==> config.mk <==
export PLATFORM = sky130hd
export DESIGN_NAME = shapool_sequencer
export DESIGN_NICKNAME = d
export VERILOG_FILES = /design/src/rtl/shapool_pkg.sv /design/src/rtl/shapool_sequencer_difficulty_check.sv /design/src/rtl/shapool_sequencer.sv
export SDC_FILE = /design/constraint.sdc
export NUM_CORES = 1
export LEC_CHECK = 0
export CELL_PAD_IN_SITES_DETAIL_PLACEMENT = 1
export CELL_PAD_IN_SITES_GLOBAL_PLACEMENT = 2
export CORE_MARGIN = 5
export CORE_UTILIZATION = 26
export CTS_BUF_LIST = sky130_fd_sc_hd__clkbuf_8 sky130_fd_sc_hd__clkbuf_16
export CTS_CLUSTER_SIZE = 40
export DETAILED_ROUTE_END_ITERATION = 10
export PLACE_DENSITY_LB_ADDON = 0.1
export SLEW_MARGIN = 20
export SYNTH_ARGS = -nofsm -noshare
export SYNTH_HDL_FRONTEND = slang
export SYNTH_HIERARCHICAL = 1
export SYNTH_SLANG_ARGS = --single-unit
==> constraint.sdc <==
create_clock -name clk -period 2.9 [get_ports clk]
set_clock_uncertainty 0.05 [all_clocks]
set_input_delay 0.58 -clock clk [delete_from_list [all_inputs] [get_ports clk]]
set_output_delay 0.58 -clock clk [all_outputs]
set_load 0.02 [all_outputs]
==> src/rtl/shapool_pkg.sv <==
// Shared constants for the SHA pool nonce sequencer.
// Latency: n/a (package only).
// Backpressure: n/a (package only).
package shapool_pkg;

    localparam int ROUNDS_DEFAULT = 64;  // cycles per hash stage
    localparam int NONCE_W        = 32;  // nonce / digest word width
    localparam int DIFF_W         = 8;   // difficulty field width
    localparam int DIFF_SAT       = 32;  // difficulty beyond one word saturates here

endpackage

==> src/rtl/shapool_sequencer_difficulty_check.sv <==
// Leading-zero test of one digest word against the required difficulty.
// Latency: combinational.
// Backpressure: none; pure function of its inputs.
module difficulty_check
    import shapool_pkg::*;
(
    input  logic [NONCE_W-1:0] word,
    input  logic [DIFF_W-1:0]  difficulty,
    output logic               match
);

    logic [5:0]         need;
    logic [NONCE_W-1:0] mask;

    // Saturate the difficulty to one word, build a mask of the top 'need' bits, require them all zero.
    // A shift by the full word width yields zero, so need==32 gives an all-ones mask and need==0 an empty one.
    always_comb begin
        need  = (difficulty > DIFF_W'(DIFF_SAT)) ? 6'(DIFF_SAT) : difficulty[5:0];
        mask  = ~({NONCE_W{1'b1}} >> need);
        match = ((word & mask) == '0);
    end

endmodule

==> src/rtl/shapool_sequencer.sv <==
// Drives round/nonce to a pool of hash cores and latches the first nonce whose digest meets difficulty.
// Latency: success/flags/result registered one cycle after the digest_valid pulse.
// Backpressure: none; a found match (or exhaustion when SHAPOOL_EXHAUST_EN is defined) freezes the search until core_reset_n low.
module shapool_sequencer
    import shapool_pkg::*;
#(
    parameter int POOL_SIZE      = 2,
    parameter int POOL_SIZE_LOG2 = 1,
    parameter int ROUNDS         = ROUNDS_DEFAULT
) (
    input  logic                    clk,
    input  logic                    reset_n,
    input  logic                    core_reset_n,
    input  logic [7:0]              device_config,
    input  logic [DIFF_W-1:0]       difficulty,
    input  logic                    digest_valid,
    input  logic [POOL_SIZE*32-1:0] digest_msw,
    output logic [5:0]              round,
    output logic                    stage_start,
    output logic [NONCE_W-1:0]      nonce,
    output logic [POOL_SIZE-1:0]    shapool_match_flags,
    output logic [NONCE_W-1:0]      shapool_result,
`ifdef SHAPOOL_EXHAUST_EN
    output logic                    exhausted,
`endif
    output logic                    shapool_success
);

    // Top POOL_SIZE_LOG2 nonce bits belong to the core index, so they stay zero here.
    localparam logic [NONCE_W-1:0] NONCE_MASK = {NONCE_W{1'b1}} >> POOL_SIZE_LOG2;

    logic                 armed;
    logic                 hold;
    logic                 running;
    logic                 round_last;
    logic [5:0]           round_nxt;
    logic [NONCE_W-1:0]   nonce_load;
    logic [NONCE_W-1:0]   nonce_inc;
    logic [POOL_SIZE-1:0] match;

`ifdef SHAPOOL_EXHAUST_EN
    logic [NONCE_W-1:0]   nonce_base;
`endif

    for (genvar i = 0; i < POOL_SIZE; i++) begin : g_check
        difficulty_check u_check (
            .word       (digest_msw[32*i +: 32]),
            .difficulty (difficulty),
            .match      (match[i])
        );
    end

    // The very first edge after reset_n release is treated as a hold, whatever core_reset_n says.
    always_ff @(posedge clk or negedge reset_n) begin
        if (!reset_n) armed <= 1'b0;
        else          armed <= 1'b1;
    end

    // Next-state helpers for round and nonce.
    always_comb begin
        hold       = !core_reset_n || !armed;
`ifdef SHAPOOL_EXHAUST_EN
        running    = !shapool_success && !exhausted;
`else
        running    = !shapool_success;
`endif
        round_last = (round == 6'(ROUNDS - 1));
        round_nxt  = round_last ? 6'd0 : round + 6'd1;
        nonce_load = {device_config, {(NONCE_W-8){1'b0}}} >> POOL_SIZE_LOG2;
        nonce_inc  = (nonce + 1'b1) & NONCE_MASK;
    end

    // Search sequencer: hold/load, advance round and nonce, capture the first match, then freeze.
    always_ff @(posedge clk or negedge reset_n) begin
        if (!reset_n) begin
            round               <= '0;
            stage_start         <= 1'b0;
            nonce               <= '0;
            shapool_success     <= 1'b0;
            shapool_match_flags <= '0;
            shapool_result      <= '0;
`ifdef SHAPOOL_EXHAUST_EN
            exhausted           <= 1'b0;
            nonce_base          <= '0;
`endif
        end else if (hold) begin
            round               <= '0;
            stage_start         <= 1'b0;
            nonce               <= nonce_load;
            shapool_success     <= 1'b0;
            shapool_match_flags <= '0;
            shapool_result      <= '0;
`ifdef SHAPOOL_EXHAUST_EN
            exhausted           <= 1'b0;
            nonce_base          <= nonce_load;
`endif
        end else if (running) begin
            round       <= round_nxt;
            stage_start <= (round_nxt == 6'd0);
            if (round_last) begin
                nonce <= nonce_inc;
`ifdef SHAPOOL_EXHAUST_EN
                if (nonce_inc == nonce_base) exhausted <= 1'b1;
`endif
            end
            // Result is the nonce in the pulse cycle, before any coincident increment.
            if (digest_valid && (|match)) begin
                shapool_success     <= 1'b1;
                shapool_match_flags <= match;
                shapool_result      <= nonce;
            end
        end else begin
            // Frozen: state holds; stage_start still tracks round==0 with core_reset_n high.
            stage_start <= (round == 6'd0);
        end
    end

endmodule

# After elaboration in Yosys (flattened, before gate mapping)
# Index checks and enable logic that the tools add are counted.
[totals] ram_bits=0 latchBits=0 output_inout_bits=74 regBits=75 wordCells=47 n_memories=0 in_bits=84 rom_bits=0
[classes] n_bitwise=3 n_eq_ne=2 shift=1 magnitude_cmp=1 mux=18 n_addsub=2 mul=0 n_div=0 n_reduce_logical=13
[op_table] operator="32-bit two-way mux" count=6
[op_table] operator="32-bit bitwise AND" count=2
[op_table] operator="32-bit logical NOT" count=2
[op_table] operator="32-bit NOT" count=1
[op_table] operator="32-bit by 6-bit >> shifter with 32-bit output, first input constant" count=1
[op_table] operator="31-bit by 1-bit adder with 31-bit output, second input constant" count=1
[op_table] operator="6-bit two-way mux" count=4
[op_table] operator="6-bit logical NOT" count=2
[op_table] operator="8-bit by 6-bit greater-than comparator with 1-bit output, second input constant" count=1
[op_table] operator="6-bit by 1-bit adder with 6-bit output, second input constant" count=1
[op_table] operator="6-bit equality test, second input constant" count=1
[op_table] operator="2-bit two-way mux" count=3
[op_table] operator="1-bit two-way mux" count=5
[op_table] operator="2-bit AND reduction" count=2
[op_table] operator="2-bit nonzero test" count=2
[op_table] operator="1-bit logical NOT" count=2
[op_table] operator="2-bit by 1-bit inequality test with 1-bit output, second input constant" count=1
[op_table] operator="2-bit OR reduction" count=1
[op_table] operator="1-bit logical AND" count=1
[op_table] operator="1-bit logical OR" count=1

# Logic depth before layout (Yosys ltp)
[logic_depth] depth_word=11 mapped_depth=12 ltp_nobuf=9

# Hierarchy
# Netlist, hierarchy kept.
[by_module_without_submodules] module="shapool_sequencer" seq_area_each_um2=1826.8 instances=1 cells_per_inst=316 area_per_inst_um2=3352.0
[by_module_without_submodules] module="difficulty_check" seq_area_each_um2=0.0 instances=2 cells_per_inst=84 area_per_inst_um2=464.2

# Worst setup path after synthesis
# No wires, ideal clock.
[synth_path] path_type="input to register" startpoint="input difficulty[7]" endpoint="register shapool_result[0]" required_time_ps=2784 slack_ps=-414 n_path_buf=2 arrival_time_ps=3198 stages=10 setup_ps=66 path_cell_list="or4_1 -> buf_2 -> or2_1 -> a2111oi_2 -> nor2_1 -> nor4_1 -> o21ai_0 -> nor3_1 -> clkbuf_1 -> a22o_1"
[synth_between] elab_chain_cells=10 word_cells_on_any_way=12 classes_between="order compare (1); shift (1); mux (1); bitwise (3); reduce/logical (6)"
[synth_rtl] item="start: declaration" line="shapool_sequencer.sv:15" source="input logic [DIFF_W-1:0] difficulty,"
[synth_rtl] item="8-bit by 6-bit greater-than comparator with 1-bit output" line="shapool_sequencer_difficulty_check.sv:18" source="need = (difficulty > DIFF_W'(DIFF_SAT)) ? 6'(DIFF_SAT) : difficulty[5:0];"
[synth_rtl] item="6-bit two-way mux" line="shapool_sequencer_difficulty_check.sv:18"
[synth_rtl] item="32-bit by 6-bit >> shifter with 32-bit output" line="shapool_sequencer_difficulty_check.sv:19" source="mask = ~({NONCE_W{1'b1}} >> need);"
[synth_rtl] item="32-bit NOT" line="shapool_sequencer_difficulty_check.sv:19"
[synth_rtl] item="32-bit bitwise AND" line="shapool_sequencer_difficulty_check.sv:20" source="match = ((word & mask) == '0);"
[synth_rtl] item="32-bit logical NOT" line="shapool_sequencer_difficulty_check.sv:20"
[synth_rtl] item="via match[1]" line="shapool_sequencer.sv:39" source="logic [POOL_SIZE-1:0] match;"
[synth_rtl] item="2-bit OR reduction" line="shapool_sequencer.sv:107" source="if (digest_valid && (|match)) begin"
[synth_rtl] item="1-bit logical AND" line="shapool_sequencer.sv:107"
[synth_rtl] item="2-bit nonzero test (no line)"
[synth_rtl] item="2-bit AND reduction (no line)"
[synth_rtl] item="end signal: assignment" line="shapool_sequencer.sv:110" source="shapool_result <= nonce;"
[synth_rtl] item="end: declaration" line="shapool_sequencer.sv:22" source="output logic [NONCE_W-1:0] shapool_result,"
# The timed path passes the listed nets, and every way through them passes these cells.
# A chain may end at the register's enable or synchronous reset.

# Worst setup path after layout
[layout_path] startpoint="input difficulty[6]" endpoint="register shapool_result[29]"
# The elaborated chain is that of the path after synthesis.

==> impl_metrics.py <==
metrics = {
    "status": {
        "status": "complete, no violations",
    },
    "sta": {
        "finalCritPeriodShare_pct": 98.2,
        "maxSlewHeadroom_pct": 37.5,
        "finalSetupTns_ns": 0,
        "hold_viol_final": 0,
        "rsz0062_at_grt": "yes",
        "tightest_slew_ns": 0.938,
        "hold_slack_ns": 0.328,
        "setup_viol": 0,
        "min_period_ns": 2.85,
        "max_freq_mhz": 351,
        "worst_slack_ns": 0.0516,
        "report.final.slew_viol_count": 0,
    },
    "grt": {
        "antenna_found_initial": 1,
        "first_global_vias": 5006,
        "grt_usage_pct": 16.7,
        "grt_max_degree": 74,
        "grt_first_pass_wirelength_um": 26600,
        "grt_overflow": 0,
    },
    "synthesis": {
        "ys.flop_type": "dfrtp_1",
        "synth_compound_area_share_pct": 22.4,
        "ys_warn_count": 6,
        "syn-cell-area_mm2": 0.00428,
        "synthAdderAreaFrac_pct": 1.17,
        "syn_area_per_cell_um2": 8.84,
        "yosys.area.top_type": "dfrtp_1",
        "synth-xor-area-share_pct": 6.34,
        "async_flop_share_pct": 100,
        "yosysUniqueCellTypes": 50,
        "synthSimpleGateAreaFrac_pct": 22.6,
        "synthDominantCellAreaShare_pct": 42.7,
        "yosysSeqAreaShare_pct": 42.7,
        "synth-edff-count": 0,
        "synth_mux_area_share_pct": 0.497,
        "ys_seq_elements": 73,
        "synthCells": 484,
        "synth_top_family_by_area": "simple AND/OR/NAND/NOR gates",
        "synthTopCellsByArea": "dfrtp_1, a22o_1, nor2_1",
    },
    "min_path": {
        "hp-class": "in2async",
    },
    "floorplan": {
        "initial_core_util_pct": 26.2,
        "die_area_mm2": 0.0191,
        "fp.coreArea_mm2": 0.0163,
        "die_y_um": 138,
        "io_pins": 158,
        "fp-row-count": 47,
        "die_w_um": 138,
    },
    "routing": {
        "routed_via_density": 5.00,
        "wl_per_cell_um": 17.8,
        "routed_wl_um": 16200,
        "postRouteAntennaNets": 0,
        "drc_errors": 0,
        "dr.pass1.iters": 4,
        "vias": 4562,
        "drt_iter0_markers": 84,
    },
    "finish": {
        "area_growth_pct": 64.5,
        "drive_gt1_share_pct": 16.1,
        "final_cell_mix": "clkdlybuf4s50_1, dfrtp_1, nor2_1",
        "final_common_cell": "clkdlybuf4s50_1",
        "nFillCells": 1904,
        "fin_nets": 774,
        "multi_input_area_mm2": 0.00239,
        "final-instance-count-excl-fill": 912,
        "seqCellArea_mm2": 0.00183,
    },
    "power": {
        "pwr_density_cell_mw_per_mm2": 387,
        "ir_worst_vdd_uv": 217,
        "total_power_mw": 2.72,
        "p_leak_nw": 2.84,
    },
    "critical_path": {
        "critPathSlowestCell": "or4_4",
        "crit_path_start": "difficulty[6]",
        "arrival_ns": 3.06,
        "timing.rr.end": "nonce[30]$_DFFE_PN0P_",
        "required_ns": 3.12,
        "rr_worst_depth": 6,
        "cp_cell_sequence": "buf_8 > or4_4 > buf_12 > a21o_2 > o31ai_1 > nand4_1 > nor4_4 > o21ai_2 > buf_6 > nor3_4 > buf_6 > buf_8 > a22o_1",
        "max_stage_delay_ns": 0.56,
        "start_kind": "primary input",
        "critPathMaxFanout": 5,
        "path_class": "in2reg",
        "crit_path_end_kind": "register",
        "worstReg2RegStart": "round[0]$_DFFE_PN0P_",
        "regToRegSetupSlack_ns": 0.41,
    },
    "place": {
        "place.gp.congestion": 0.894,
        "port_buffers": 155,
        "hpwl_um": 12300,
        "placed_cells": 878,
        "dpl_worst_slack_ns": -0.893,
    },
    "clock_tree": {
        "cts_hold_buf": 0,
        "clk_pin_slew_worst_paths_ns": 0.06,
        "ctsHtreeMaxLevel": 3,
        "clk_path_buf_depth": 2,
        "cts-buffers-inserted": 9,
        "cts_root_buf": "clkbuf_16",
        "insertion_delay_ns": 0.33,
        "cts_tree": "done",
        "clock_sinks": 73,
    },
    "job": {
        "cap_violations": 0,
    },
}
[state kept, by name (all words and copies together) (netlist names)]
register             count
nonce                   31
shapool_result          31
round                    6
shapool_match_flags      2
armed                    1
shapool_success          1
stage_start              1
[Yosys cell counts (all sizes together), types with 8 or more instances]
library cell,instances
dfrtp,73
nor4,9
xnor2,15
nand4,15
clkbuf,21
a22o,33
and3,11
nand3,18
buf,8
xor2,16
nand2,36
nor2,51
o22ai,8
a21oi,28
o21ai,30
nor3,24
inv,13
[worst max-delay path by stage]
stage | end | slack (ns) | depth (start not counted)
CTS | shapool_result[1]$_DFFE_PN0P_ | -0.08 | 12
detailed placement | shapool_result[1]$_DFFE_PN0P_ | -0.89 | 11
global placement | shapool_result[28]$_DFFE_PN0P_ | -0.73 | 11
finish | shapool_result[29]$_DFFE_PN0P_ | 0.05 | 13
floorplan | shapool_result[7]$_DFFE_PN0P_ | 0.007 | 11
global route | shapool_result[29]$_DFFE_PN0P_ | -0.07 | 12
[area by class of cell]
class	count	share of cell area (%)
sequential	73	25.9
inverter	13	0.693
clock buffer	10	3.39
antenna	1	0.0355
clock inverter	6	1.49
tap	220	3.91
timing repair buffer	219	30.6
multi-input combinational	370	33.9
[layer usage]
layer	vias up	routed length [um]	share of wire (%)	GRT usage, %
met4	0	320	2.0	5.46
met1	2230	6840	42	20.1
met2	128	8160	50	28.9
li1	2186	-	-	-
met3	18	904	5.6	4.52
met5	-	0	0	0
[worst max-delay path, delay by kind of cell]
| kind | cells | cell delay (ns) |
|---|---|---|
| compound gates | 4 | 0.53 |
| simple gates | 4 | 1.26 |
| buf+inv | 5 | 0.67 |
[cells by family after synthesis]
kind of cell / after synthesis
other cells: 2
fa+ha+maj: 4
buf+inv: 42
flops: 73
xor+xnor: 31
simple gates: 190
compound gates: 140
mux: 2
[power breakdown]
part           internal (mW)  total, mW  switching [mW]  leakage, nW
Combinational          0.207      0.395           0.188         1.67
Sequential              1.03       1.05          0.0174         1.00
Clock                  0.859       1.28           0.422        0.172
Total                   2.10       2.72           0.627         2.84
[per-stage QoR]
| stage | cell area [um2] | utilization [%] |
|---|---|---|
| floorplan | 4340 | - |
| global route | 7040 | 43.1 |
| finish | 7040 | 43.1 |
| detailed placement | 6380 | 39.1 |
| global placement | 6380 | 39.1 |
| CTS | 6870 | 42.0 |
[repair_timing]
item | 4_1_cts | 5_1_grt
buffers inserted | 11 | 3
endpoints found under the hold margin | 0 | 0
gates resized for setup | 43 | 21
pin swaps | 10 | 12
cloned | 2 | 2
endpoints found under the setup margin | 34 | 33
Note: power is estimated with default switching activity, not from simulation.
